<file path="src/rtl/mw_writeback_stage.sv">
// Memory/writeback pipeline latch and register-file write port driver.
// Optional retire counter is built when MW_RETIRE_COUNT_EN is defined.
module mw_writeback_stage (
  input  logic        clock,
  input  logic        reset,
  input  logic        valid_in,
  input  logic [31:0] o_in,
  input  logic [31:0] d_in,
  input  logic [31:0] pc1_in,
  input  logic [4:0]  rd_in,
  input  logic [1:0]  sel_in,
  input  logic        we_in,
  input  logic        ovf_in,
  input  logic [2:0]  exc_in,
  input  logic        stall,
  input  logic        flush,
  output logic        rf_write_enable,
  output logic [4:0]  rf_write_ctrl,
  output logic [31:0] rf_write_data,
  output logic        bypass_valid,
  output logic [31:0] retired_count
);

  localparam int unsigned DataW = 32;
  localparam int unsigned RegW  = 5;
  localparam int unsigned ExcW  = 3;
  localparam logic [RegW-1:0] StatusReg = RegW'(30);

  logic             valid_q, valid_d;
  logic [DataW-1:0] o_q, o_d;
  logic [DataW-1:0] d_q, d_d;
  logic [DataW-1:0] pc1_q, pc1_d;
  logic [RegW-1:0]  rd_q, rd_d;
  logic [1:0]       sel_q, sel_d;
  logic             we_q, we_d;
  logic             ovf_q, ovf_d;
  logic [ExcW-1:0]  exc_q, exc_d;

  // Latch next state: flush kills the valid bit and wins over stall; stall holds.
  always_comb begin
    valid_d = valid_q;
    o_d     = o_q;
    d_d     = d_q;
    pc1_d   = pc1_q;
    rd_d    = rd_q;
    sel_d   = sel_q;
    we_d    = we_q;
    ovf_d   = ovf_q;
    exc_d   = exc_q;
    if (flush) begin
      valid_d = 1'b0;
    end else if (!stall) begin
      valid_d = valid_in;
      o_d     = o_in;
      d_d     = d_in;
      pc1_d   = pc1_in;
      rd_d    = rd_in;
      sel_d   = sel_in;
      we_d    = we_in;
      ovf_d   = ovf_in;
      exc_d   = exc_in;
    end
  end

  always_ff @(posedge clock) begin
    if (!reset) begin
      valid_q <= 1'b0;
      o_q     <= '0;
      d_q     <= '0;
      pc1_q   <= '0;
      rd_q    <= '0;
      sel_q   <= '0;
      we_q    <= 1'b0;
      ovf_q   <= 1'b0;
      exc_q   <= '0;
    end else begin
      valid_q <= valid_d;
      o_q     <= o_d;
      d_q     <= d_d;
      pc1_q   <= pc1_d;
      rd_q    <= rd_d;
      sel_q   <= sel_d;
      we_q    <= we_d;
      ovf_q   <= ovf_d;
      exc_q   <= exc_d;
    end
  end

  logic             ovf_take;
  logic [DataW-1:0] sel_data;

  // An overflowing instruction is redirected to the status register with its code.
  always_comb begin
    ovf_take = valid_q & ovf_q;
    sel_data = '0;
    case (sel_q)
      2'b00:   sel_data = o_q;
      2'b01:   sel_data = d_q;
      2'b10:   sel_data = pc1_q;
      default: sel_data = '0;
    endcase
    if (ovf_take) begin
      rf_write_ctrl   = StatusReg;
      rf_write_data   = DataW'(exc_q);
      rf_write_enable = 1'b1;
    end else begin
      rf_write_ctrl   = rd_q;
      rf_write_data   = sel_data;
      rf_write_enable = valid_q & we_q & (rd_q != '0);
    end
  end

  assign bypass_valid = rf_write_enable;

`ifdef MW_RETIRE_COUNT_EN
  logic [DataW-1:0] retired_q, retired_d;

  always_comb begin
    retired_d = retired_q;
    if (!stall && !flush && valid_in) begin
      retired_d = retired_q + DataW'(1);
    end
  end

  always_ff @(posedge clock) begin
    if (!reset) begin
      retired_q <= '0;
    end else begin
      retired_q <= retired_d;
    end
  end

  assign retired_count = retired_q;
`else
  assign retired_count = '0;
`endif

endmodule

</file>
<file path="config.mk">
export PLATFORM = sky130hd
export DESIGN_NAME = mw_writeback_stage
export DESIGN_NICKNAME = d
export VERILOG_FILES = /design/src/rtl/mw_writeback_stage.sv
export SDC_FILE = /design/constraint.sdc
export NUM_CORES = 1
export LEC_CHECK = 0
export CORE_MARGIN = 2
export CORE_UTILIZATION = 30
export DETAILED_ROUTE_END_ITERATION = 10
export GPL_TIMING_DRIVEN = 1
export PLACE_DENSITY = 0.63
export SLEW_MARGIN = 10
export SYNTH_ARGS = -nofsm -noshare
export SYNTH_HDL_FRONTEND = slang
export SYNTH_SLANG_ARGS = --single-unit
</file>
<file path="constraint.sdc">
create_clock -name clock -period 1.5 [get_ports clock]
set_input_delay 0.3 -clock clock [delete_from_list [all_inputs] [get_ports clock]]
set_output_delay 0.3 -clock clock [all_outputs]
set_load 0.01 [all_outputs]
</file>
==> metrics.txt <==
status finished with violations; failing checks setup timing; register area 0.00219 sq mm; Post-Syn Instances 662; FP Rows 48; Synthesis Warnings 0; synthesized area per cell between 8 and 9 sq um; 1st-iter DRT viols 190; vias in the first global route 4439; Initial Util about 30%; WP data required 1.20 ns; min setup slack post-route -0.438 ns; Seq/Total Area, Yosys 41.0%; CP peak stage delay 0.40 ns; Die W 137 microns; root buffer cell clkbuf_16; Max Clock Skew 0 ns; CP max stage cell dfxtp_4; proportion of layout cells with a drive suffix above 1 20.7%; total gr overflow 0; Placer Congestion 0.777; CTS Buf Count 9; unique cell type count in the Yosys netlist 24; die height 137 microns; Buffers on Ports 151; Post-Route WL 14800 microns; DR vias 4652; Max Slew Vio Count 0; Synth Cell Area 0.00532 sq mm; period utilization 129%; Hold Path Class input port to flop; leading area contributor after synthesis dfxtp_1; fill count about 1.8k; initial antenna violation count 1; post-route antenna net violation count 0; post-cts hold buffer count 0; final setup fails 34; share of the synthesized area in the top cell type 41.0%; wire length per cell 14.1 microns; total clock sinks 109; endpoint class of the critical path primary output; R2R cell count 5; # DRC 0; Post-synth top cells nand2_1 (247), dfxtp_1 (109), a21boi_0 (88), buf_4 (37), a21oi_1 (34); Area Growth Syn to Fin 42.5%; IO Pins around 180; Fin Setup TNS -12.05 ns; max-cap check violation count 0; number of vias per cell 4.44; number of synthesized flops with an enable pin 0; Setup crit start kind flop; Arr. time, crit path between 1.5 and 2 ns; Fin. Hold Viols 0; Multi-input gate area 0.00290 sq mm; hold path depth 2; CTS tree yes; RSZ-0062 raised after global routing yes; worst-path fanout max 6; Worst-path clk slew 0.07 ns; clk_lat worst skew between 0.3 and 0.4 ns; ant diodes 0; DRT Pass-1 Iters 4; worst-case clock buffer depth 2; PwrDens 880 mW/mm^2; dominant synthesized flop cell dfxtp_1; Post-synth ARST share 0%; DP HPWL ~10000 microns; top cells by area, synth dfxtp_1 (41%), nand2_1 (17%), a21boi_0 (12%); DIE AREA 0.0188 sq mm; largest net degree at the start of global routing between 50 and 60; Synth Register Bits 109; Total GRT Usage 15.7%; VDD IR max 0.000513 V; post-layout min period 1.94 ns; CP Cell Sequence buf_12 -> buf_8 -> mux2i_1 -> or2_1 -> a21oi_2 -> buf_2; top-count cell post-synth nand2_1; post-layout net count 931; first-pass GRT wire length 22900 microns; FMAX 516 MHz; core area 0.0173 sq mm; Pleak 2.87 nW; Tot Pwr 6.67 mW; Crit Path Category flop to primary output; H-tree depth 3
per-layer routing:
metal | vias to the layer above | wire [microns] | share of wire, % | global-route usage [%]
li1 | 2387 | - | - | -
met1 | 2121 | 6660 | 45 | 20.0
met2 | 122 | 6870 | 46 | 25.1
met3 | 20 | 989 | 6.7 | 4.52
met4 | 2 | 255 | 1.7 | 5.67
met5 | - | 11 | 0.074 | 0
sequential cells by signal, summed over array words and instances (netlist names):
| signal | count |
|---|---|
| exc_q | 3 |
| o_q | 32 |
| ovf_q | 1 |
| pc1_q | 32 |
| sel_q | 2 |
| d_q | 32 |
| rd_q | 5 |
| we_q | 1 |
| valid_q | 1 |
cells in the final DEF (no fill, tap or decap), drive strengths merged, types with 2 or more instances in the layout:
cell,n
a21boi,108
nand2,247
clkinv,3
clkdlybuf4s50,111
dfxtp,109
clkbuf,12
buf,84
or2,32
and2,2
nand2b,4
nor2,5
conb,32
a21oi,34
mux2i,33
power by group:
group	switching, mW	internal (mW)
Clock	1.09	1.39
Sequential	0.0778	3.03
Combinational	0.473	0.612
area by class of cell:
| type | instances | area share, % |
|---|---|---|
| clock buffers | 11 | 3.33 |
| repair buffers | 196 | 25.0 |
| clock inverters | 5 | 0.759 |
| well taps | 225 | 3.71 |
| multi-input cells | 502 | 38.3 |
| flip-flops and latches | 109 | 28.9 |
worst max-delay path: cells and delay by family, from the launching register on:
kind	cells	cell delay, ns
AOI/OAI and AO/OA	1	0.12
buffers and inverters	3	0.42
DFF	1	0.40
muxes	1	0.11
and+or+nand+nor	1	0.24
timing repair:
item,in CTS,in global routing
pin swaps,14,25
gates cloned,2,1
endpoints found under the hold margin,0,0
buffers inserted,10,2
gates resized for setup,185,52
setup endpoints to repair,39,39
cell families (layout without fill, tap and decap cells):
kind of cell	after synthesis	count (layout)	synth area share, %
other cells	1	32	0.0705
flops	109	109	41.0
mux	33	33	6.21
simple gates	293	293	22.8
compound gates	144	144	20.2
buf+inv	82	212	9.69
stage by stage:
step	cell area [sq um]	setup WS (ns)	utilization [%]	cells	hold WS, ns
final	7580	-0.438	43.8	1048	0.366
after global routing	7580	-0.505	43.8	1048	0.373
after CTS	7510	-0.484	43.4	1050	0.364
after detailed placement	7120	-0.471	41.2	1022	0.456
after global placement	7120	-0.445	41.2	1022	0.450
after floorplan	5440	-0.0337	-	693	0.376
final timing paths:
path             from               end  slack, ns
max          sel_q[0]  rf_write_data[4]      -0.44
min             reset           rd_q[4]       0.37
max reg2reg  sel_q[1]          sel_q[1]       0.46
min reg2reg   d_q[22]           d_q[22]       0.46
Note: power is estimated with default switching activity, not from simulation.
==> edit, RTL diff (same settings) <==
Add a define of `MW_RETIRE_COUNT_EN`.
--- a/src/rtl/mw_writeback_stage.sv
+++ b/src/rtl/mw_writeback_stage.sv
@@ -2,2 +2,4 @@
 // Optional retire counter is built when MW_RETIRE_COUNT_EN is defined.
+`define MW_RETIRE_COUNT_EN
+
 module mw_writeback_stage (
Formal check against the unedited RTL: not equivalent (a bounded check fails within 4 cycles, from zero or initial values and one cycle with reset low).
==> edit against the unedited design <==
The flow still finishes with violations (setup timing). Clock power rose by 69%. Synthesized area is 14% higher. Total power grew 39%. Wire length is 34% higher. Via count increased by 37%. Sequential cell count increased by 32. Final area rose by 30%. First-iteration DRC count grew 33%. Setup slack lost 95 ps. Highest routed layer is now met4.
==> edit: results (changes against the unedited design) <==
Yosys
  • Cells after Synth: 810 (was 662)
  • Top post-synthesis cells by area: dfxtp_1 46%, nand2_1 14%, a21oi_1 13% (was dfxtp_1 41%, nand2_1 17%, a21boi_0 12%)
  • Synth cell types: 34 (was 24)
  • Register area share after synthesis: 46.37% (was 41.03%)
  • Synth top cells by count: 228 x nand2_1, 164 x a21oi_1, 141 x dfxtp_1 (was 247 x nand2_1, 109 x dfxtp_1, 88 x a21boi_0)

Final layout
  • Clock network contribution to total cell area: 5.966% (was 4.094%)
  • Buffers, non-clock: 291 (was 196)
  • Area grow syn2layout: 61.93% (was 42.48%)
  • Clkbuf count: 18 (was 11)
  • Non-clock buffer share: 27.66% (was 25.01%)
  • Fraction of area in registers: 28.93% (was 28.91%)
  • Inverters: 6 (was 0)
  • Nets: 1173 (was 931)
  • Multi-input logic cell count: 602 (was 502)
  • Share of cells above drive strength 1: 24.63% (was 20.66%)
  • Cell area after layout: 9857 µm² (was 7579 µm²)
  • Fraction of area in multi-input gates: 33.76% (was 38.27%)
  • Filler cell count in the final layout: 1941 (was 1796)

Detailed routing
  • Drt total wl: 19840 µm (was 14780 µm)
  • 1st-iter DRT viols: 253 (was 190)
  • Via/cell ratio: 4.749 (was 4.439)
  • Vias: 6373 (was 4652)

Run status
  • Failing checks: setup timing (unchanged)
  • Status: finished with violations (unchanged)

STA
  • Final setup margin: -533.8 ps (was -438.4 ps)
  • Setup TNS: -22970 ps (was -12050 ps)
  • Clock skew: 5.328 ps (was 0 ps)
  • Final setup fails: 62 (was 34)

Min path
  • Hold Path Class: input pin to register (unchanged)

Clock tree
  • CTS Sinks: 141 (was 109)
  • H-tree levels: 4 (was 3)
  • CTS resizes: 239 (was 185)
  • Clk_lat worst skew: 420 ps (was 350 ps)
  • Clock transition at path regs: 60 ps
  • Post-CTS Setup Bufs: 16 (was 10)
  • CTS buffer count: 17 (was 9)

Place
  • Placed Cells: 1288 (was 1022)
  • Dpl hpwl: 13140 µm (was 10140 µm)
  • Post-placement cell area: 8889 µm² (was 7118 µm²)
  • Dpl ws: -947.4 ps (was -471.3 ps)
  • Global placement routability congestion: 0.7940 (was 0.7769)
  • I/O Buffers: 183 (was 151)

Power and ir drop
  • LEAKAGE: 3.908 nW (was 2.867 nW)
  • Worst ir drop on vdd: 0.0007467 V (was 0.0005135 V)

Setup path
  • WP data arrival: 1730 ps (was 1640 ps)
  • Worst Path Max Fanout: 5 (was 6)

GRT
  • First-pass GRT wire length: 31210 µm (was 22900 µm)
  • GR Util All Layers: 18.02% (was 15.68%)
  • Vias in the first global route: 6059 (was 4439)
  • Largest net degree at the start of global routing: 61 (was 51)
  • Initial antenna violation count: 0 (was 1)
==> edit: cell count changes in the layout (fill, tap and decap cells not counted), moves of 10 or more <==
cell / delta
a21oi_1: +127
or4_4: +12
dfxtp_1: +24
conb_1: -32
nor2_1: +70
dlygate4sd2_1: +11
clkbuf_2: +10
a21boi_2: -20
nand2_1: -10
clkdlybuf4s15_1: +14
or2_0: -18
buf_4: +57
a21boi_0: -88
==> edit: worst max-delay path, cell delays in order (launching register included) <==
cell and delay [ps]:
dfxtp_4 370, buf_12 140, nor2b_4 190, buf_12 160
buf_8 120, a21oi_1 60, nor2_1 120, buf_2 150
==> edit: worst paths after layout <==
path / start / endpoint / slack, ps / cells after the start
setup / recovery: sel_q[0]$_SDFFE_PN0N_ / rf_write_data[16] / -530 / 7
hold / removal: flush / valid_q$_SDFFE_PP0N_ / 210 / 3
setup reg to reg: retired_count[5]$_SDFFE_PN0P_ / retired_count[23]$_SDFFE_PN0P_ / -440 / 5
hold reg to reg: o_q[28]$_SDFFE_PN0N_ / o_q[28]$_SDFFE_PN0N_ / 450 / 2
==> edit: power breakdown <==
group / switching [mW] / internal, mW / total, mW
clock network: 1.80 / 2.40 / 4.20
registers: 0.0760 / 3.87 / 3.95
logic: 0.503 / 0.605 / 1.11
==> edit: per-layer routing <==
metal  global-route usage (%)  routed length, µm
met5                        0                  0
met4                    3.786                141
met3                    5.719               1301
met2                    29.53               9426
met1                    23.41               8966
==> edit: cells by family (layout without fill, tap and decap cells) <==
group,Yosys count,count (layout),synth area share [%]
compound gates,189,189,16.26
xor+xnor,9,9,1.295
fa+ha+maj,1,1,0.2055
buf+inv,68,329,4.378
flops,141,141,46.37
mux,34,34,5.591
simple gates,368,369,25.90
